--- src/rtl/wb_nn_pkg.sv ---
// Shared types for the NN Wishbone initiator: FSM state names, the queued
// command record and the all-lanes byte select.
package wb_nn_pkg;

  typedef enum logic [1:0] {
    IDLE = 2'd0,
    BUS  = 2'd1,
    RESP = 2'd2
  } wb_nn_state_e;

  typedef struct packed {
    logic        we;
    logic [31:0] adr;
    logic [31:0] dat;
  } wb_nn_cmd_t;

  localparam logic [3:0] WB_SEL_ALL = 4'hF;

endpackage

--- src/rtl/wb_nn_initiator_if.sv ---
// Wishbone classic bus between the NN initiator (master) and the NN slave.
interface wb_nn_initiator_if;
  logic        wbm_cyc_o;
  logic        wbm_stb_o;
  logic        wbm_we_o;
  logic [3:0]  wbm_sel_o;
  logic [31:0] wbm_adr_o;
  logic [31:0] wbm_dat_o;
  logic        wbm_ack_i;
  logic [31:0] wbm_dat_i;

  modport master (
    output wbm_cyc_o, wbm_stb_o, wbm_we_o, wbm_sel_o, wbm_adr_o, wbm_dat_o,
    input  wbm_ack_i, wbm_dat_i
  );

  modport slave (
    input  wbm_cyc_o, wbm_stb_o, wbm_we_o, wbm_sel_o, wbm_adr_o, wbm_dat_o,
    output wbm_ack_i, wbm_dat_i
  );
endinterface

--- src/rtl/wb_nn_cmd_fifo.sv ---
// Synchronous command FIFO; head shows the oldest entry combinationally so the
// consumer can load it on the same edge it pops.
module wb_nn_cmd_fifo
  import wb_nn_pkg::*;
#(
  parameter int DEPTH = 4
) (
  input  logic       clk,
  input  logic       rst,
  input  logic       push,
  input  logic       pop,
  input  wb_nn_cmd_t wr_cmd,
  output wb_nn_cmd_t head,
  output logic       full,
  output logic       empty
);

  localparam int AW = $clog2(DEPTH);
  localparam logic [AW:0] PTR_ONE = (AW+1)'(1);

  logic [AW:0] wr_ptr_q, wr_ptr_d;
  logic [AW:0] rd_ptr_q, rd_ptr_d;
  wb_nn_cmd_t  mem_q [DEPTH];
  logic        do_push;
  logic        do_pop;

  // Pointers carry one wrap bit: equal pointers mean empty, equal index with
  // differing wrap bits means full.
  assign empty   = (wr_ptr_q == rd_ptr_q);
  assign full    = (wr_ptr_q[AW] != rd_ptr_q[AW]) &&
                   (wr_ptr_q[AW-1:0] == rd_ptr_q[AW-1:0]);
  assign do_push = push && !full;
  assign do_pop  = pop && !empty;
  assign head    = mem_q[rd_ptr_q[AW-1:0]];

  always_comb begin
    wr_ptr_d = wr_ptr_q;
    rd_ptr_d = rd_ptr_q;
    if (do_push) wr_ptr_d = wr_ptr_q + PTR_ONE;
    if (do_pop)  rd_ptr_d = rd_ptr_q + PTR_ONE;
  end

  always_ff @(posedge clk or posedge rst) begin
    if (rst) begin
      wr_ptr_q <= '0;
      rd_ptr_q <= '0;
    end else begin
      wr_ptr_q <= wr_ptr_d;
      rd_ptr_q <= rd_ptr_d;
    end
  end

  always_ff @(posedge clk) begin
    if (do_push) mem_q[wr_ptr_q[AW-1:0]] <= wr_cmd;
  end

endmodule

--- src/rtl/wb_nn_initiator.sv ---
// Queues read/write commands and issues each as one Wishbone classic cycle to
// the NN slave, with a bus timeout, a held response and transaction counters.
module wb_nn_initiator
  import wb_nn_pkg::*;
#(
  parameter logic [31:0] IO_ADDRESS     = 32'h3000_0000,
  parameter int          TIMEOUT_CYCLES = 16,
  parameter int          CMD_DEPTH      = 4
) (
  input  logic                      wb_clk_i,
  input  logic                      wb_rst_i,
  input  logic                      cmd_valid,
  output logic                      cmd_ready,
  input  logic                      cmd_we,
  input  logic                      cmd_use_base,
  input  logic [31:0]               cmd_adr,
  input  logic [31:0]               cmd_dat,
  output logic                      rsp_valid,
  input  logic                      rsp_ready,
  output logic [31:0]               rsp_dat,
  output logic                      rsp_err,
  wb_nn_initiator_if.master         wbm,
  output logic [15:0]               txn_count,
  output logic [7:0]                err_count,
  output logic [1:0]                state_o
);

  localparam logic [1:0] S_IDLE = IDLE;
  localparam logic [1:0] S_BUS  = BUS;
  localparam logic [1:0] S_RESP = RESP;
  localparam int TMO_W = $clog2(TIMEOUT_CYCLES + 1);
  localparam logic [TMO_W-1:0] TMO_LAST = TMO_W'(TIMEOUT_CYCLES - 1);

  logic [1:0]       state_q, state_d;
  logic             cyc_q, cyc_d;
  logic             stb_q, stb_d;
  logic             we_q, we_d;
  logic [31:0]      adr_q, adr_d;
  logic [31:0]      dat_q, dat_d;
  logic             rsp_valid_q, rsp_valid_d;
  logic [31:0]      rsp_dat_q, rsp_dat_d;
  logic             rsp_err_q, rsp_err_d;
  logic [15:0]      txn_q, txn_d;
  logic [7:0]       err_q, err_d;
  logic [TMO_W-1:0] tmo_q, tmo_d;

  wb_nn_cmd_t fifo_wr;
  wb_nn_cmd_t fifo_head;
  logic       fifo_full;
  logic       fifo_empty;
  logic       fifo_push;
  logic       fifo_pop;

  // Handshakes: a transfer happens on a rising edge where valid && ready are
  // both high; valid never waits on ready, and a held valid keeps its payload.
  assign cmd_ready = !fifo_full && !wb_rst_i;
  assign fifo_push = cmd_valid && cmd_ready;
  assign fifo_wr   = '{we: cmd_we, adr: (cmd_use_base ? IO_ADDRESS : cmd_adr), dat: cmd_dat};

  wb_nn_cmd_fifo #(.DEPTH(CMD_DEPTH)) u_cmd_fifo (
    .clk    (wb_clk_i),
    .rst    (wb_rst_i),
    .push   (fifo_push),
    .pop    (fifo_pop),
    .wr_cmd (fifo_wr),
    .head   (fifo_head),
    .full   (fifo_full),
    .empty  (fifo_empty)
  );

  always_comb begin
    state_d     = state_q;
    cyc_d       = cyc_q;
    stb_d       = stb_q;
    we_d        = we_q;
    adr_d       = adr_q;
    dat_d       = dat_q;
    rsp_valid_d = rsp_valid_q;
    rsp_dat_d   = rsp_dat_q;
    rsp_err_d   = rsp_err_q;
    txn_d       = txn_q;
    err_d       = err_q;
    tmo_d       = tmo_q;
    fifo_pop    = 1'b0;
    case (state_q)
      S_IDLE: begin
        if (!fifo_empty && !rsp_valid_q) begin
          fifo_pop = 1'b1;
          we_d     = fifo_head.we;
          adr_d    = fifo_head.adr;
          dat_d    = fifo_head.dat;
          cyc_d    = 1'b1;
          stb_d    = 1'b1;
          tmo_d    = '0;
          state_d  = S_BUS;
        end
      end
      S_BUS: begin
        // An ack on the final timeout cycle still completes the transfer.
        if (wbm.wbm_ack_i) begin
          cyc_d       = 1'b0;
          stb_d       = 1'b0;
          rsp_dat_d   = we_q ? 32'h0 : wbm.wbm_dat_i;
          rsp_err_d   = 1'b0;
          rsp_valid_d = 1'b1;
          txn_d       = txn_q + 16'd1;
          state_d     = S_RESP;
        end else if (tmo_q == TMO_LAST) begin
          cyc_d       = 1'b0;
          stb_d       = 1'b0;
          rsp_dat_d   = 32'h0;
          rsp_err_d   = 1'b1;
          rsp_valid_d = 1'b1;
          if (err_q != 8'hFF) err_d = err_q + 8'd1;
          state_d     = S_RESP;
        end else begin
          tmo_d = tmo_q + TMO_W'(1);
        end
      end
      S_RESP: begin
        if (rsp_ready) begin
          rsp_valid_d = 1'b0;
          state_d     = S_IDLE;
        end
      end
      default: state_d = S_IDLE;
    endcase
  end

  always_ff @(posedge wb_clk_i or posedge wb_rst_i) begin
    if (wb_rst_i) begin
      state_q     <= S_IDLE;
      cyc_q       <= 1'b0;
      stb_q       <= 1'b0;
      we_q        <= 1'b0;
      adr_q       <= 32'h0;
      dat_q       <= 32'h0;
      rsp_valid_q <= 1'b0;
      rsp_dat_q   <= 32'h0;
      rsp_err_q   <= 1'b0;
      txn_q       <= 16'h0;
      err_q       <= 8'h0;
      tmo_q       <= '0;
    end else begin
      state_q     <= state_d;
      cyc_q       <= cyc_d;
      stb_q       <= stb_d;
      we_q        <= we_d;
      adr_q       <= adr_d;
      dat_q       <= dat_d;
      rsp_valid_q <= rsp_valid_d;
      rsp_dat_q   <= rsp_dat_d;
      rsp_err_q   <= rsp_err_d;
      txn_q       <= txn_d;
      err_q       <= err_d;
      tmo_q       <= tmo_d;
    end
  end

  assign wbm.wbm_cyc_o = cyc_q;
  assign wbm.wbm_stb_o = stb_q;
  assign wbm.wbm_we_o  = we_q;
  assign wbm.wbm_adr_o = adr_q;
  assign wbm.wbm_dat_o = dat_q;
  assign wbm.wbm_sel_o = stb_q ? WB_SEL_ALL : 4'h0;
  assign rsp_valid     = rsp_valid_q;
  assign rsp_dat       = rsp_dat_q;
  assign rsp_err       = rsp_err_q;
  assign txn_count     = txn_q;
  assign err_count     = err_q;
  assign state_o       = state_q;

endmodule

--- src/flat_wrapper.sv ---
// flat-port wrapper written by rule: the top's interface ports become plain ports
module wb_nn_initiator_flat import wb_nn_pkg::*;
#(
  parameter logic [31:0] IO_ADDRESS     = 32'h3000_0000,
  parameter int          TIMEOUT_CYCLES = 16,
  parameter int          CMD_DEPTH      = 4
)
  (wb_clk_i, wb_rst_i, cmd_valid, cmd_ready, cmd_we, cmd_use_base, cmd_adr, cmd_dat, rsp_valid, rsp_ready, rsp_dat, rsp_err, txn_count, err_count, state_o, wbm_wbm_cyc_o, wbm_wbm_stb_o, wbm_wbm_we_o, wbm_wbm_sel_o, wbm_wbm_adr_o, wbm_wbm_dat_o, wbm_wbm_ack_i, wbm_wbm_dat_i);
  wb_nn_initiator_if wbm_i ();
  input  logic wb_clk_i;
  input  logic wb_rst_i;
  input  logic cmd_valid;
  output logic cmd_ready;
  input  logic cmd_we;
  input  logic cmd_use_base;
  input  logic [31:0] cmd_adr;
  input  logic [31:0] cmd_dat;
  output logic rsp_valid;
  input  logic rsp_ready;
  output logic [31:0] rsp_dat;
  output logic rsp_err;
  output logic [15:0] txn_count;
  output logic [7:0] err_count;
  output logic [1:0] state_o;
  output wire logic [$bits(wbm_i.wbm_cyc_o)-1:0] wbm_wbm_cyc_o;
  output wire logic [$bits(wbm_i.wbm_stb_o)-1:0] wbm_wbm_stb_o;
  output wire logic [$bits(wbm_i.wbm_we_o)-1:0] wbm_wbm_we_o;
  output wire logic [$bits(wbm_i.wbm_sel_o)-1:0] wbm_wbm_sel_o;
  output wire logic [$bits(wbm_i.wbm_adr_o)-1:0] wbm_wbm_adr_o;
  output wire logic [$bits(wbm_i.wbm_dat_o)-1:0] wbm_wbm_dat_o;
  input wire logic [$bits(wbm_i.wbm_ack_i)-1:0] wbm_wbm_ack_i;
  input wire logic [$bits(wbm_i.wbm_dat_i)-1:0] wbm_wbm_dat_i;
  assign wbm_wbm_cyc_o = wbm_i.wbm_cyc_o;
  assign wbm_wbm_stb_o = wbm_i.wbm_stb_o;
  assign wbm_wbm_we_o = wbm_i.wbm_we_o;
  assign wbm_wbm_sel_o = wbm_i.wbm_sel_o;
  assign wbm_wbm_adr_o = wbm_i.wbm_adr_o;
  assign wbm_wbm_dat_o = wbm_i.wbm_dat_o;
  assign wbm_i.wbm_ack_i = wbm_wbm_ack_i;
  assign wbm_i.wbm_dat_i = wbm_wbm_dat_i;
  wb_nn_initiator #(.IO_ADDRESS(IO_ADDRESS), .TIMEOUT_CYCLES(TIMEOUT_CYCLES), .CMD_DEPTH(CMD_DEPTH)) u_core (.wb_clk_i(wb_clk_i), .wb_rst_i(wb_rst_i), .cmd_valid(cmd_valid), .cmd_ready(cmd_ready), .cmd_we(cmd_we), .cmd_use_base(cmd_use_base), .cmd_adr(cmd_adr), .cmd_dat(cmd_dat), .rsp_valid(rsp_valid), .rsp_ready(rsp_ready), .rsp_dat(rsp_dat), .rsp_err(rsp_err), .wbm(wbm_i), .txn_count(txn_count), .err_count(err_count), .state_o(state_o));
endmodule
--- config.mk ---
export PLATFORM = sky130hd
export DESIGN_NAME = wb_nn_initiator_flat
export DESIGN_NICKNAME = d
export VERILOG_FILES = /design/src/rtl/wb_nn_pkg.sv /design/src/rtl/wb_nn_initiator_if.sv /design/src/rtl/wb_nn_cmd_fifo.sv /design/src/rtl/wb_nn_initiator.sv /design/src/flat_wrapper.sv
export SDC_FILE = /design/constraint.sdc
export NUM_CORES = 1
export LEC_CHECK = 0
export CAP_MARGIN = 30
export CELL_PAD_IN_SITES_DETAIL_PLACEMENT = 1
export CELL_PAD_IN_SITES_GLOBAL_PLACEMENT = 1
export CORE_UTILIZATION = 25
export DETAILED_ROUTE_END_ITERATION = 12
export PLACE_DENSITY = 0.51
export RECOVER_POWER = 25
export SKIP_LAST_GASP = 1
export SYNTH_ARGS = -nofsm -noshare
export SYNTH_HDL_FRONTEND = slang
export SYNTH_SLANG_ARGS = --single-unit
--- constraint.sdc ---
create_clock -name wb_clk_i -period 16.1 [get_ports wb_clk_i]
set_input_delay 4.83 -clock wb_clk_i [delete_from_list [all_inputs] [get_ports wb_clk_i]]
set_output_delay 4.83 -clock wb_clk_i [all_outputs]
set_load 0.01 [all_outputs]
==> results_dict.tcl, run 1 <==
set metrics [dict create \
    run_status "finished, violations left" \
    violations_in_the_final_reports "capacitance limit, slew limit" \
    drt.antenna.violating_nets 0 \
    clock-sinks 397 \
    synth_enable_flop_cells 260 \
    crit_start "wb_rst_i" \
    top_reg_cell_synth "sky130_fd_sc_hd__edfxtp_1" \
    clock-skew-final_ps 23.6 \
    synth_largest_area_cell "sky130_fd_sc_hd__edfxtp_1" \
    kind_of_capture_point_of_the_worst_setup_path "output pin" \
    synth-warning-count 0 \
    total_leakage_power_nw 7.00 \
    vias 8114 \
    relSlewSlack_pct -228 \
    final.hold.worst_slack_ps 479 \
    core_area_um2 59500 \
    async_reset_ff_share_pct 34.5 \
    hold_viol_final 0 \
    drive_gt1_share_pct 16.6 \
    rows 89 \
    synth.area.top_cells "sky130_fd_sc_hd__edfxtp_1 (51%), sky130_fd_sc_hd__dfrtp_1 (23%), sky130_fd_sc_hd__mux4_2 (9.6%)" \
    cts_tree "yes" \
    gp_congestion 0.683 \
    cts_root_buf "sky130_fd_sc_hd__clkbuf_16" \
    setup.worst_path.class "input port to output pin" \
    clk_pin_slew_worst_paths_ps 50 \
    boundaryPins 235 \
    numCtsBuffers 47 \
    power_density_nw_per_um2 176 \
    vdd_drop_max_mv 0.0778 \
    cp_data_required_time_ps 11270 \
    drtIter0Drc 304 \
    fmax_mhz 91.2 \
    detailed_place_hpwl_um 21600 \
    post_cts_buffers 0 \
    layout-area-overhead-vs-synth_pct 30.6 \
    holdPathStages 2 \
    setup.worst_path.start_class "input port" \
    drt-vias-per-instance 4.29 \
    grt_setup_unrepaired "false" \
    timing.critical_path.arrival_ps 6130 \
    layoutNonFillerInstCount 1893 \
    grt_first_pass_wirelength_um 56200 \
    average_instance_area_after_synthesis_um2 18.3 \
    die_width_um 248 \
    syn_nets 943 \
    finalWirelength_um 37200 \
    total_number_of_h_tree_levels 2 \
    synth_most_common_cell "sky130_fd_sc_hd__edfxtp_1" \
    clk_path_buf_depth 3 \
    multiInputGateArea_um2 3740 \
    design.die.area_um2 61700 \
    setup_viol 0 \
    reg2reg_setup_slack_ps 8370 \
    synthesis.instances 831 \
    critPathMaxFanout 3 \
    drcViolationCount 0 \
    fin_tns_setup_ps 0 \
    post_drt_wl_per_cell_um 19.7 \
    worstMarginPinSlew_ps 4920 \
    place_inst 1807 \
    grt_max_degree 76 \
    timing.rr.start "u_core.u_cmd_fifo.rd_ptr_q[0]" \
    area_share_of_the_largest_cell_type_after_synthesis_pct 51.5 \
    slew_violations 191 \
    yosys_register_bits 397 \
    final_min_period_over_clock_period_pct 68.1 \
    groute.usage.overall_pct 12.3 \
    gr-total-overflow 0 \
    end_of_the_worst_hold_path "u_core.rsp_dat[19]" \
    min-delay-start "u_core.rsp_dat[19]" \
    initial_core_utilization_pct 25.5 \
    synth.yosys.seq_area_share_pct 74.1 \
    io_buffer_count 234 \
    holdCritPathClass "flop to flop" \
    worstReg2RegEnd "u_core.tmo_q[3]" \
    dr.pass1.iters 4 \
    r2r.worst_path.cells 5 \
    postCtsResizedCells 0 \
    clk_latency_ps 580 \
    synth_cell_types 42 \
    final.fill_count 6093 \
    grt_pass1_vias 8993 \
    drv_cap 4 \
    mappedNetlistArea_um2 15200 \
    num-nets-final 1195 \
    synth.cells.most_frequent "sky130_fd_sc_hd__edfxtp_1 (260), sky130_fd_sc_hd__dfrtp_1 (137), sky130_fd_sc_hd__nand2_1 (80)" \
    regArea_um2 11200 \
    antenna_violations_before_repair 8 \
    diodes 0 \
    vert_die_dim_um 248 \
    cts.hold.buffers_added 0 \
    period_needed_ps 10960 \
]
## flip-flops by register name (all words and copies together), names as in the netlist, 2 cells and up
| signal | flops |
|---|---|
| u_core.u_cmd_fifo.mem_q | 260 |
| u_core.rsp_dat | 32 |
| u_core.wbm.wbm_adr_o | 32 |
| u_core.wbm.wbm_dat_o | 32 |
| u_core.txn_count | 16 |
| u_core.err_count | 8 |
| u_core.tmo_q | 5 |
| u_core.u_cmd_fifo.rd_ptr_q | 3 |
| u_core.u_cmd_fifo.wr_ptr_q | 3 |
| u_core.state_o | 2 |
## final cells by class
type,instances,share of cell area [%]
Tap cell,773,4.88
Multi-Input combinational cell,385,18.9
Timing Repair Buffer,247,12.3
Sequential cell,397,56.7
Clock inverter,17,0.714
Clock buffer,69,6.45
Inverter,5,0.101
## cells in the final DEF, fill, tap and decap left out, types with 2 or more instances in the layout
cell                              count
sky130_fd_sc_hd__a21oi_1              4
sky130_fd_sc_hd__and2_1               2
sky130_fd_sc_hd__and2_4               4
sky130_fd_sc_hd__and3_1               5
sky130_fd_sc_hd__and4_1               4
sky130_fd_sc_hd__buf_4               10
sky130_fd_sc_hd__clkbuf_1            23
sky130_fd_sc_hd__clkbuf_16           47
sky130_fd_sc_hd__clkbuf_8             2
sky130_fd_sc_hd__clkdlybuf4s50_1    199
sky130_fd_sc_hd__clkinv_1             7
sky130_fd_sc_hd__clkinv_2             5
sky130_fd_sc_hd__clkinv_8             2
sky130_fd_sc_hd__dfrtp_1            136
sky130_fd_sc_hd__dlygate4sd3_1       35
sky130_fd_sc_hd__edfxtp_1           260
sky130_fd_sc_hd__ha_1                 9
sky130_fd_sc_hd__inv_1                4
sky130_fd_sc_hd__mux2_1              28
sky130_fd_sc_hd__mux2_2              40
sky130_fd_sc_hd__mux4_2              65
sky130_fd_sc_hd__nand2_1             80
sky130_fd_sc_hd__nand2b_1             2
sky130_fd_sc_hd__nand3_1             12
sky130_fd_sc_hd__nand3b_1             2
sky130_fd_sc_hd__nand4_1              3
sky130_fd_sc_hd__nor2_1               5
sky130_fd_sc_hd__nor2b_1             31
sky130_fd_sc_hd__nor3_1               4
sky130_fd_sc_hd__o21ai_0             37
sky130_fd_sc_hd__or2_2                2
sky130_fd_sc_hd__xnor2_1             17
sky130_fd_sc_hd__xor2_1              12
## power by group
part / switching, W / internal [W]
registers: 0.000169 / 0.00132
logic: 0.000433 / 0.000574
clock network: 0.000415 / 0.000568
## layer usage
layer / global-route usage [%] / share of wire [%] / wire [um]
met1: 16.3 / 45 / 16800
met2: 19.7 / 47 / 17400
met3: 3.34 / 5.9 / 2200
met4: 3.12 / 1.8 / 685
met5: 0 / 0.19 / 69
## critical path, cell delays in order
cell                              delay [ps]
sky130_fd_sc_hd__dlygate4sd3_1           590
sky130_fd_sc_hd__a21oi_1                 150
sky130_fd_sc_hd__clkdlybuf4s50_1         560
## stage by stage
stage	area [um^2]	setup WS [ps]	utilization, %	total power [W]
5_1_grt	19800	4290	33.3	0.00370
6_report	19800	5140	33.3	0.00348
4_1_cts	19900	5180	33.4	0.00356
3_5_place_dp	18400	5180	31.0	0.00255
3_3_place_gp	18400	5190	30.9	0.00254
2_1_floorplan	15200	6240	-	0.00203
## worst max-delay path by stage
stage,end,cells past startpoint
floorplan,cmd_ready,1
global placement,cmd_ready,3
detailed placement,cmd_ready,3
CTS,cmd_ready,3
global route,u_core.u_cmd_fifo.rd_ptr_q[1],3
finish,cmd_ready,3
## cells by family after synthesis
logic type | share of synthesized area, %
simple gates | 5.38
xor+xnor | 1.67
flops | 74.1
compound gates | 1.91
mux | 14.8
buf+inv | 1.48
fa+ha+maj | 0.742
Power figures use the tool's default switching activity.
==> inputs of run 2 (changes only) <==
==> constraint.sdc (replaced) <==
create_clock -name wb_clk_i -period 10.47 [get_ports wb_clk_i]
set_input_delay 3.141 -clock wb_clk_i [delete_from_list [all_inputs] [get_ports wb_clk_i]]
set_output_delay 3.141 -clock wb_clk_i [all_outputs]
set_load 0.01 [all_outputs]
==> run 2 against run 1 <==
The run still ends with capacitance limit, slew limit left. Register-to-register slack got worse by 4500 ps. Highest routed layer unchanged. Clock-buffer cell count fell by 7. Critical path type unchanged. Critical endpoint unchanged. Clock skew fell by 1.6 ps. Cell area rose by 0.49%. Global-route usage fell by 0.059 points.
==> results_dict.tcl, run 2 (synthesis gave the netlist of run 1 again) <==
set metrics [dict create \
    clk_pin_slew_worst_paths_ps 60 \
    antenna_violations_before_repair 8 \
    drtIter0Drc 331 \
    rows 89 \
    design.die.area_um2 61700 \
    clock-sinks 397 \
    largest_register_ffs 260 \
    boundaryPins 235 \
    fin_tns_setup_ps 0 \
    holdCritPathClass "flop to flop" \
    setup.worst_path.start_class "input port" \
    drive_gt1_share_pct 17.6 \
    final.hold.worst_slack_ps 477 \
    setup_viol 0 \
    post_drt_wl_per_cell_um 19.5 \
    io_buffer_count 234 \
    layout-area-overhead-vs-synth_pct 31.2 \
    relSlewSlack_pct -149 \
    met1_usage_pct 16.0 \
    finalWirelength_um 37000 \
    die_width_um 248 \
    post_cts_buffers 0 \
    run_status "finished, violations left" \
    use_met2_pct 19.7 \
    fmax_mhz 131 \
    grt_max_degree 67 \
    clock-skew-final_ps 22.0 \
    initial_core_utilization_pct 25.5 \
    dr.pass1.iters 4 \
    final_min_period_over_clock_period_pct 72.7 \
    slew_violations 216 \
    postCtsResizedCells 0 \
    vias 8192 \
    setup.worst_path.class "input port to output pin" \
    total_leakage_power_nw 7.07 \
    fin_util_pct 33.5 \
    hold_viol_final 0 \
    critPathMaxFanout 3 \
    grt_pass1_vias 8957 \
    core_area_um2 59500 \
    met3_global_route_usage_pct 3.05 \
    violations_in_the_final_reports "capacitance limit, slew limit" \
    worstMarginPinSlew_ps 3740 \
    groute.usage.overall_pct 12.2 \
    cts_tree "yes" \
    numCtsBuffers 48 \
    drt-vias-per-instance 4.32 \
    cp_data_required_time_ps 7330 \
    most-common-layout-cells "sky130_fd_sc_hd__edfxtp_1 (260), sky130_fd_sc_hd__clkdlybuf4s50_1 (199), sky130_fd_sc_hd__dfrtp_1 (136), sky130_fd_sc_hd__nand2_1 (80), sky130_fd_sc_hd__mux4_2 (65)" \
    drv_cap 5 \
    clk_latency_ps 580 \
    grt_setup_unrepaired "false" \
    drt.antenna.violating_nets 0 \
    detailed_place_hpwl_um 22300 \
    pre_cts_ws_ps 2870 \
    clk_path_buf_depth 3 \
    cts_root_buf "sky130_fd_sc_hd__clkbuf_16" \
    mostFrequentLayoutCell "sky130_fd_sc_hd__edfxtp_1" \
    vdd_drop_max_mv 0.128 \
    power_density_nw_per_um2 275 \
    setup_slack_ps 2850 \
    period_needed_ps 7620 \
    grt.busiest_layer "met2" \
    gr-total-overflow 0 \
    cts.hold.buffers_added 0 \
    drcViolationCount 0 \
    vert_die_dim_um 248 \
    grt_first_pass_wirelength_um 56300 \
    num-nets-final 1195 \
    kind_of_capture_point_of_the_worst_setup_path "output pin" \
    gp_congestion 0.687 \
    reg2reg_setup_slack_ps 3840 \
    timing.critical_path.arrival_ps 4480 \
    total_number_of_h_tree_levels 2 \
]
## run 2: cell count changes in the layout (fill, tap and decap cells not counted), sizes merged
cell and delta:
bufinv +3, clkbuf -7, clkinv +5, buf -1, diode +1, clkinvlp +1
## run 2: worst max-delay path, stage by stage
cell and delay, ps:
sky130_fd_sc_hd__dlygate4sd3_1 610, sky130_fd_sc_hd__a21oi_1 160, sky130_fd_sc_hd__clkdlybuf4s50_1 570
## run 2: metrics by stage
step / cells / cell area, um^2 / total power, W
4_1_cts: 1894 / 20000 / 0.00560
2_1_floorplan: 831 / 15200 / 0.00312
3_3_place_gp: 1805 / 18400 / 0.00390
5_1_grt: 1894 / 19900 / 0.00582
3_5_place_dp: 1806 / 18400 / 0.00393
6_report: 1895 / 19900 / 0.00548
## run 2: path summary, 6_finish.rpt
kind	endpoint	from	depth (start not counted)
max in group asynchronous	u_core.wbm.wbm_dat_o[19]	wb_rst_i	3
hold / removal	u_core.rsp_dat[17]	u_core.rsp_dat[17]	2
min in group asynchronous	u_core.txn_count[15]	wb_rst_i	2
setup / recovery	cmd_ready	wb_rst_i	3
setup reg to reg	u_core.tmo_q[3]	u_core.u_cmd_fifo.rd_ptr_q[1]	4
hold reg to reg	u_core.rsp_dat[17]	u_core.rsp_dat[17]	2
## run 2: layout make-up
type	instances	area (um^2)
Inverter	5	20.0
Timing Repair Buffer	246	2420
Clock buffer	62	1290
Fill cell	6073	39600
Sequential cell	397	11200
Tap cell	773	967
Antenna cell	1	2.50
Clock inverter	26	243
Multi-Input combinational cell	385	3720
## run 2: layer usage
| layer | wire length, um | part of all wire [%] | vias to the layer above |
|---|---|---|---|
| met4 | 845 | 2.3 | 10 |
| li1 | - | - | 3673 |
| met1 | 16300 | 44 | 4218 |
| met3 | 2250 | 6.1 | 74 |
| met2 | 17500 | 47 | 217 |
| met5 | 57 | 0.15 | - |
## run 2: power by group
group          total, W  switching, W  internal [W]
combinational   0.00158      0.000682      0.000895
sequential      0.00227      0.000238       0.00204
clock           0.00163      0.000658      0.000969
total           0.00548       0.00158       0.00390
==> inputs of run 3 (changes only) <==
==> constraint.sdc (replaced) <==
create_clock -name wb_clk_i -period 7.05 [get_ports wb_clk_i]
set_input_delay 2.115 -clock wb_clk_i [delete_from_list [all_inputs] [get_ports wb_clk_i]]
set_output_delay 2.115 -clock wb_clk_i [all_outputs]
set_load 0.01 [all_outputs]
==> run 3 against run 2 <==
Worst setup slack worse by 1300 ps. Cell count is 0.11% lower. Clock-buffer cell count decreased by 5. Register-to-register slack worse by 1200 ps. Clock skew is 0.62 ps lower. Total power grew 48%. Combinational power grew 47%. Largest power group unchanged. Sequential power rose by 48%. The run still ends with capacitance limit, slew limit left. Highest routed layer unchanged.
==> results_dict.tcl, run 3 (synthesis gave the netlist of run 1 again) <==
set metrics [dict create \
    finalPower_w 0.00812 \
    rows 89 \
    route.top_layer_used "met5" \
    post_cts_buffers 0 \
    groute.usage.overall_pct 12.1 \
    fin_util_pct 33.6 \
    die_width_um 248 \
    layout-area-overhead-vs-synth_pct 31.5 \
    setup.worst_path.class "input port to output pin" \
    routed-wl-met3_um 1970 \
    hold_viol_final 0 \
    reg2reg_setup_slack_ps 2650 \
    dr.pass1.iters 4 \
    design.die.area_um2 61700 \
    setup.worst_path.start_class "input port" \
    wl_met2_um 17300 \
    antenna_violations_before_repair 6 \
    numCtsBuffers 46 \
    cts_tree "yes" \
    violations_in_the_final_reports "capacitance limit, slew limit" \
    num-nets-final 1194 \
    fmax_mhz 180 \
    gp_congestion 0.681 \
    gr-total-overflow 0 \
    place_inst 1807 \
    clock-sinks 397 \
    kind_of_capture_point_of_the_worst_setup_path "output pin" \
    holdCritPathClass "flop to flop" \
    period_needed_ps 5540 \
    drt.antenna.violating_nets 0 \
    postCtsResizedCells 0 \
    drt-vias-per-instance 4.30 \
    mostFrequentLayoutCell "sky130_fd_sc_hd__edfxtp_1" \
    setup_viol 0 \
    fin_tns_setup_ps 0 \
    grt_first_pass_wirelength_um 55900 \
    vert_die_dim_um 248 \
    initial_core_utilization_pct 25.5 \
    grt_pass1_vias 8922 \
    drtIter0Drc 381 \
    vias 8134 \
    clk_path_buf_depth 3 \
    total_number_of_h_tree_levels 2 \
    power_density_nw_per_um2 407 \
    total_leakage_power_nw 7.08 \
    largest_register_ffs 260 \
    final_min_period_over_clock_period_pct 78.6 \
    critPathMaxFanout 3 \
    most-common-layout-cells "sky130_fd_sc_hd__edfxtp_1 (260), sky130_fd_sc_hd__clkdlybuf4s50_1 (198), sky130_fd_sc_hd__dfrtp_1 (135), sky130_fd_sc_hd__nand2_1 (80), sky130_fd_sc_hd__mux4_2 (65)" \
    boundaryPins 235 \
    r2r.worst_path.cells 3 \
    worstReg2RegEnd "u_core.wbm.wbm_dat_o[2]" \
    finalWirelength_um 36600 \
    grt_setup_unrepaired "false" \
    clk_pin_slew_worst_paths_ps 60 \
    cp_data_required_time_ps 4930 \
    core_area_um2 59500 \
    worstMarginPinSlew_ps 3610 \
    cp-endpoint "cmd_ready" \
    layoutNonFillerInstCount 1893 \
    io_buffer_count 234 \
    clk_latency_ps 580 \
    drcViolationCount 0 \
    timing.critical_path.arrival_ps 3430 \
    holdPathStages 1 \
    wl_met1_um 16400 \
    clock-skew-final_ps 21.4 \
    crit_start "wb_rst_i" \
    cts_root_buf "sky130_fd_sc_hd__clkbuf_16" \
    post_drt_wl_per_cell_um 19.3 \
    slew_violations 142 \
    vdd_drop_max_mv 0.176 \
    grt_max_degree 74 \
    relSlewSlack_pct -142 \
    final.hold.worst_slack_ps 473 \
    drive_gt1_share_pct 17.7 \
    drv_cap 3 \
    run_status "finished, violations left" \
    timing.rr.start "u_core.u_cmd_fifo.rd_ptr_q[0]" \
    detailed_place_hpwl_um 22600 \
    cts.hold.buffers_added 0 \
]
[run 3: stage by stage]
stage,setup slack (ps),area [um^2]
floorplan,1270,15200
finish,1510,20000
global placement,1580,18400
CTS,1540,20000
detailed placement,1550,18400
global route,1410,20000
[run 3: worst min path at each step]
stage / endpoint / slack (ps) / startpoint
global placement: u_core.rsp_dat[6] / 460 / u_core.rsp_dat[6]
floorplan: u_core.tmo_q[0] / 480 / u_core.tmo_q[0]
detailed placement: u_core.rsp_dat[16] / 470 / u_core.rsp_dat[16]
finish: u_core.txn_count[15] / 470 / u_core.txn_count[15]
global route: u_core.txn_count[15] / 510 / u_core.txn_count[15]
CTS: u_core.rsp_dat[16] / 480 / u_core.rsp_dat[16]
[run 3: critical path, stage by stage]
cell and delay, ps:
sky130_fd_sc_hd__dlygate4sd3_1 600, sky130_fd_sc_hd__a21oi_1 160, sky130_fd_sc_hd__clkdlybuf4s50_1 550
[run 3: final cells by class]
cell class	count	area, um^2
Tap cell	773	967
Inverter	5	20.0
Timing Repair Buffer	247	2450
Clock buffer	57	1210
Antenna cell	1	2.50
Clock inverter	28	318
Fill cell	6065	39500
Sequential cell	397	11200
Multi-Input combinational cell	385	3740
[run 3: routing by layer]
metal,vias up,global-route usage [%]
li1,3663,-
met1,4189,15.9
met2,209,19.5
met3,65,2.88
met4,8,3.82
met5,-,0
[run 3: report_power, final]
group	internal (W)	switching (W)	total, W
combinational	0.00130	0.00103	0.00233
clock	0.00145	0.000974	0.00242
sequential	0.00302	0.000345	0.00337
==> patch 1: new RTL, settings of run 1 <==
Take the reset off `adr_q`, `dat_q` and `rsp_dat_q` and load them in a clocked block of their own.
--- a/src/rtl/wb_nn_initiator.sv
+++ b/src/rtl/wb_nn_initiator.sv
@@ -134,8 +134,5 @@
       stb_q       <= 1'b0;
       we_q        <= 1'b0;
-      adr_q       <= 32'h0;
-      dat_q       <= 32'h0;
       rsp_valid_q <= 1'b0;
-      rsp_dat_q   <= 32'h0;
       rsp_err_q   <= 1'b0;
       txn_q       <= 16'h0;
@@ -147,8 +144,5 @@
       stb_q       <= stb_d;
       we_q        <= we_d;
-      adr_q       <= adr_d;
-      dat_q       <= dat_d;
       rsp_valid_q <= rsp_valid_d;
-      rsp_dat_q   <= rsp_dat_d;
       rsp_err_q   <= rsp_err_d;
       txn_q       <= txn_d;
@@ -156,4 +150,10 @@
       tmo_q       <= tmo_d;
     end
+  end
+
+  always_ff @(posedge wb_clk_i) begin
+    adr_q     <= adr_d;
+    dat_q     <= dat_d;
+    rsp_dat_q <= rsp_dat_d;
   end
 
Behaviour: differs if wb_rst_i is asserted again (counterexample within 4 cycles, from zero or initial values and one cycle with wb_rst_i high); with wb_rst_i held inactive, the same outputs for 4 cycles.
==> patch 1 against run 1 <==
The run still ends with capacitance limit, slew limit left. Synthesized area down 2.6%. Count of clock-buffer cells in the layout down 4. Cell area down 2.0%. Worst setup slack worse by 420 ps. Via count down 10%. Routed wire length down 8.5%. Sequential cell count unchanged. Global-route usage down 0.83 points. Sequential power down 3%. Cell count down 7.2%. Utilization up 0.14 points. Power down 10%. Critical endpoint unchanged. Largest cell class unchanged. Highest routed layer unchanged.
==> patch 1: results (changes against run 1) <==
The flow ran to the end, but the final reports show violations. The final reports fail on capacitance limit, slew limit. The post-synthesis instance total is 693 (-17%). The setup slack after placement came out at 4668 ps (-513.7 ps).

The remaining max-slew budget at the tightest pin is -95.96% (+130 points). The met3 wirelength from detailed routing is 2043 µm (-7.3%). The wire length per cell after detailed routing is 19.37 µm (-1.4%). The number of max-slew violations in the final report is 131 (-31%). The largest clock skew in the final design came out at 22.33 ps (-1.313 ps). The sequential share of the synthesized area is 79.28% (+5.2 points).

The fraction of synthesis flops using an asynchronous set or reset pin is 10.33% (-24 points). The number of cells in the design after placement is 1676 (-7.2%). The origin of the worst min-delay path is u_core.txn_count[15]$_DFFE_PP0P_. The leakage power figure is 6.499 nW (-7.2%).

The final cell count without fillers is 1757 (-7.2%). The number of cells traversed by the worst register-to-register path came to 4 (-1). The total cell area at the placement stage came out at 18050 µm² (-2.1%). The layout net count came to 1070 (-10%). The post-synthesis net count came to 805 (-15%). The via count normalized by instance count is 4.136 (-3.5%). The initial antenna violation count came out at 2 (-6).

The number of distinct library cells after synthesis is 46 (+9.5%). The total iterations of the first detailed-routing run is 6 (+2). The smallest setup slack after layout is 4717 ps (-420.9 ps).

The share of layout cells above drive strength 1 is 15.74% (-0.87 points). The maximum number of pins on one net before global-route repair came out at 46 (-39%). The violation count after the first detailed-routing iteration is 371 (+22%).

The routability congestion estimate from global placement is 0.7134 (+4.5%). The worst ir drop on vdd is 0.07418 mV (-4.7%). The total of max-cap violations is 4 (unchanged).

The via count of the first global-routing pass is 8151 (-9.4%). The destination of the worst register-to-register timing path is u_core.wbm.wbm_dat_o[5]$_DFFE_PP_.
[patch 1: cell types whose count changed after synthesis, moves of 29 or more]
cell	run 1	this run
sky130_fd_sc_hd__mux2_2	40	2
sky130_fd_sc_hd__nand2_1	80	18
sky130_fd_sc_hd__and2_1	6	35
sky130_fd_sc_hd__edfxtp_1	260	356
sky130_fd_sc_hd__o21ai_0	38	8
sky130_fd_sc_hd__dfrtp_1	137	41
[patch 1: cells by family (layout without fill, tap and decap cells)]
kind of cell    after synthesis  after routing  share of synthesized area (%)
compound gates               24             24                          1.126
xor+xnor                     26             26                          1.693
simple gates                133            133                          5.664
other cells                   0              1                              0
flops                       397            397                          79.28
fa+ha+maj                     9              9                         0.7620
buf+inv                      36            334                          1.338
mux                          68             68                          10.13
[patch 1: report_power, final]
| part | internal, W | total [W] | switching (W) |
|---|---|---|---|
| clock | 0.000586 | 0.000995 | 0.000409 |
| sequential | 0.00135 | 0.00145 | 0.000101 |
| combinational | 0.000347 | 0.000684 | 0.000337 |
[patch 1: worst max-delay path: stages]
cell	delay, ps
sky130_fd_sc_hd__clkdlybuf4s50_1	390
sky130_fd_sc_hd__inv_1	60
sky130_fd_sc_hd__buf_4	480
sky130_fd_sc_hd__o31a_1	240
sky130_fd_sc_hd__clkdlybuf4s50_1	530
[patch 1: cell type report]
cell class | count | share of cell area, %
Sequential cell | 397 | 60.37
Multi-Input combinational cell | 260 | 14.71
Timing Repair Buffer | 246 | 12.51
Clock buffer | 65 | 6.399
Tap cell | 765 | 4.930
Clock inverter | 15 | 0.9151
Inverter | 8 | 0.1611
Antenna cell | 1 | 0.01289
[patch 1: per-layer routing]
layer,GRT usage (%),vias up
li1,-,3264
met1,14.28,3722
met2,19.14,213
met3,3.072,64
met4,3.768,4
met5,0,-
==> patch 2: new RTL, config.mk and constraints of run 1 <==
Without the edit above. `TIMEOUT_CYCLES` is set to 16 in 2 places; all go to 32.
--- a/src/rtl/wb_nn_initiator.sv
+++ b/src/rtl/wb_nn_initiator.sv
@@ -5,5 +5,5 @@
 #(
   parameter logic [31:0] IO_ADDRESS     = 32'h3000_0000,
-  parameter int          TIMEOUT_CYCLES = 16,
+  parameter int          TIMEOUT_CYCLES = 32,
   parameter int          CMD_DEPTH      = 4
 ) (
--- a/src/flat_wrapper.sv
+++ b/src/flat_wrapper.sv
@@ -3,5 +3,5 @@
 #(
   parameter logic [31:0] IO_ADDRESS     = 32'h3000_0000,
-  parameter int          TIMEOUT_CYCLES = 16,
+  parameter int          TIMEOUT_CYCLES = 32,
   parameter int          CMD_DEPTH      = 4
 )
Formal check against the unedited RTL: same outputs for any inputs over 4 cycles, from zero or initial values and one cycle with wb_rst_i high; that may be too few to reach the edited logic, so the function may still have changed.
==> patch 2 against run 1 <==
The run still ends with capacitance limit, slew limit left. Non-clock buffer count is 2 higher. Fmax hardly changed. Cell area is 1.2% higher. Critical endpoint unchanged. Worst setup slack worse by 5.2 ps. Sequential cell count is 1 higher. Routed wire length is 4.4% higher. Sequential power hardly changed. Largest cell class unchanged. Synthesized area is 2.0% higher. Power is 4.7% higher.
==> patch 2: results (changes against run 1) <==
The maximum number of pins on one net before global-route repair is 62 (-18%). The total of max-cap violations is 5 (+1). The arrival time reported for the critical path endpoint is 6140 ps (about the same). The routability congestion estimate from global placement is 0.6774 (-0.79%).

The global-route usage over all layers came to 12.57% (+0.29 points). The synthesized-area fraction occupied by ao, oa, aoi and oai cells came out at 2.239% (+0.33 points). The number of distinct library cells after synthesis is 44 (+4.8%).

The number of filler instances in the final layout is 6203 (+1.8%). The number of max-slew violations in the final report is 214 (+12%). The post-synthesis net count came to 950 (+0.74%). The sequential share of the synthesized area is 72.75% (-1.3 points). The violation count after the first detailed-routing iteration is 349 (+15%). By area the synthesized netlist is led by sky130_fd_sc_hd__edfxtp_1 (50%), sky130_fd_sc_hd__dfrtp_1 (22%), sky130_fd_sc_hd__mux4_2 (9.5%).

The initial antenna violation count came out at 9 (+1). The via count normalized by instance count was 4.378 (+2.1%). The fraction of synthesized area in multiplexers came to 14.53% (-0.23 points). The xor/xnor share of the synthesized area came out at 1.746% (+0.072 points). The total CTS buffers is 46 (-2.1%).

The power of the clock network is 0.000985 W (about the same). The layout net count is 1197 (+0.17%). The checks that failed: capacitance limit, slew limit.

The number of cells in the design after placement came out at 1820 (+0.72%). The total wire length was 38850 µm (+4.4%). The via count of the first global-routing pass is 9402 (+4.5%).

The flow ran to the end, but the final reports show violations. The share of total power in combinational logic is 32.2% (+3.3 points). The internal portion of total power came out at 0.002551 W (+3.5%).
patch 2: changes by cell type after synthesis, moves of 4 or more:
| cell | before | now |
|---|---|---|
| sky130_fd_sc_hd__buf_6 | 0 | 12 |
| sky130_fd_sc_hd__mux2_1 | 28 | 0 |
| sky130_fd_sc_hd__clkbuf_1 | 23 | 27 |
| sky130_fd_sc_hd__buf_2 | 14 | 4 |
| sky130_fd_sc_hd__nand2_1 | 80 | 44 |
| sky130_fd_sc_hd__mux2_2 | 40 | 68 |
| sky130_fd_sc_hd__nand4b_1 | 0 | 34 |
patch 2: worst max-delay path: stages:
cell,delay (ps)
sky130_fd_sc_hd__dlygate4sd3_1,590
sky130_fd_sc_hd__a31oi_1,160
sky130_fd_sc_hd__clkdlybuf4s50_1,560
patch 2: cell families (layout without fill, tap and decap cells):
| kind of cell | Yosys count | after routing |
|---|---|---|
| xor+xnor | 30 | 30 |
| simple gates | 156 | 156 |
| other cells | 0 | 5 |
| buf+inv | 57 | 342 |
| flops | 398 | 398 |
| mux | 135 | 135 |
| fa+ha+maj | 8 | 8 |
| compound gates | 55 | 55 |
patch 2: worst paths after layout:
kind | from | to | slack [ps] | cells past startpoint
hold / removal | u_core.txn_count[15]$_DFFE_PP0P_ | u_core.txn_count[15]$_DFFE_PP0P_ | 470 | 1
min in group asynchronous | wb_rst_i | u_core.state_o[1]$_DFFE_PP0P_ | 5760 | 2
setup / recovery | wb_rst_i | cmd_ready | 5130 | 3
setup reg to reg | u_core.u_cmd_fifo.rd_ptr_q[0]$_DFFE_PP0P_ | u_core.wbm.wbm_adr_o[30]$_DFFE_PP0P_ | 7960 | 4
hold reg to reg | u_core.txn_count[15]$_DFFE_PP0P_ | u_core.txn_count[15]$_DFFE_PP0P_ | 470 | 1
max in group asynchronous | wb_rst_i | u_core.u_cmd_fifo.rd_ptr_q[1]$_DFFE_PP0P_ | 8510 | 2
patch 2: routing by layer:
layer  up-vias  track usage, %  share of wire [%]
met5         -               0               0.10
met4         6           3.523                2.2
met3        63           3.106                6.0
met2       221           20.25                 47
met1      4333           16.77                 45
li1       3743               -                  -
patch 2: per-stage QoR:
stage | cell area (µm²) | power [W]
2_1_floorplan | 15480 | 0.002184
3_3_place_gp | 18630 | 0.002688
3_5_place_dp | 18660 | 0.002716
4_1_cts | 20070 | 0.003729
5_1_grt | 20040 | 0.003858
6_report | 20050 | 0.003647
patch 2: cell type report:
type                    count  area share (%)
diodes                      5         0.06242
repair buffers            249           12.31
multi-input cells         384           19.37
clock buffers              59           6.036
inverters                   7          0.1373
well taps                 782           4.881
flip-flops and latches    398           56.20
clock inverters            27           1.011
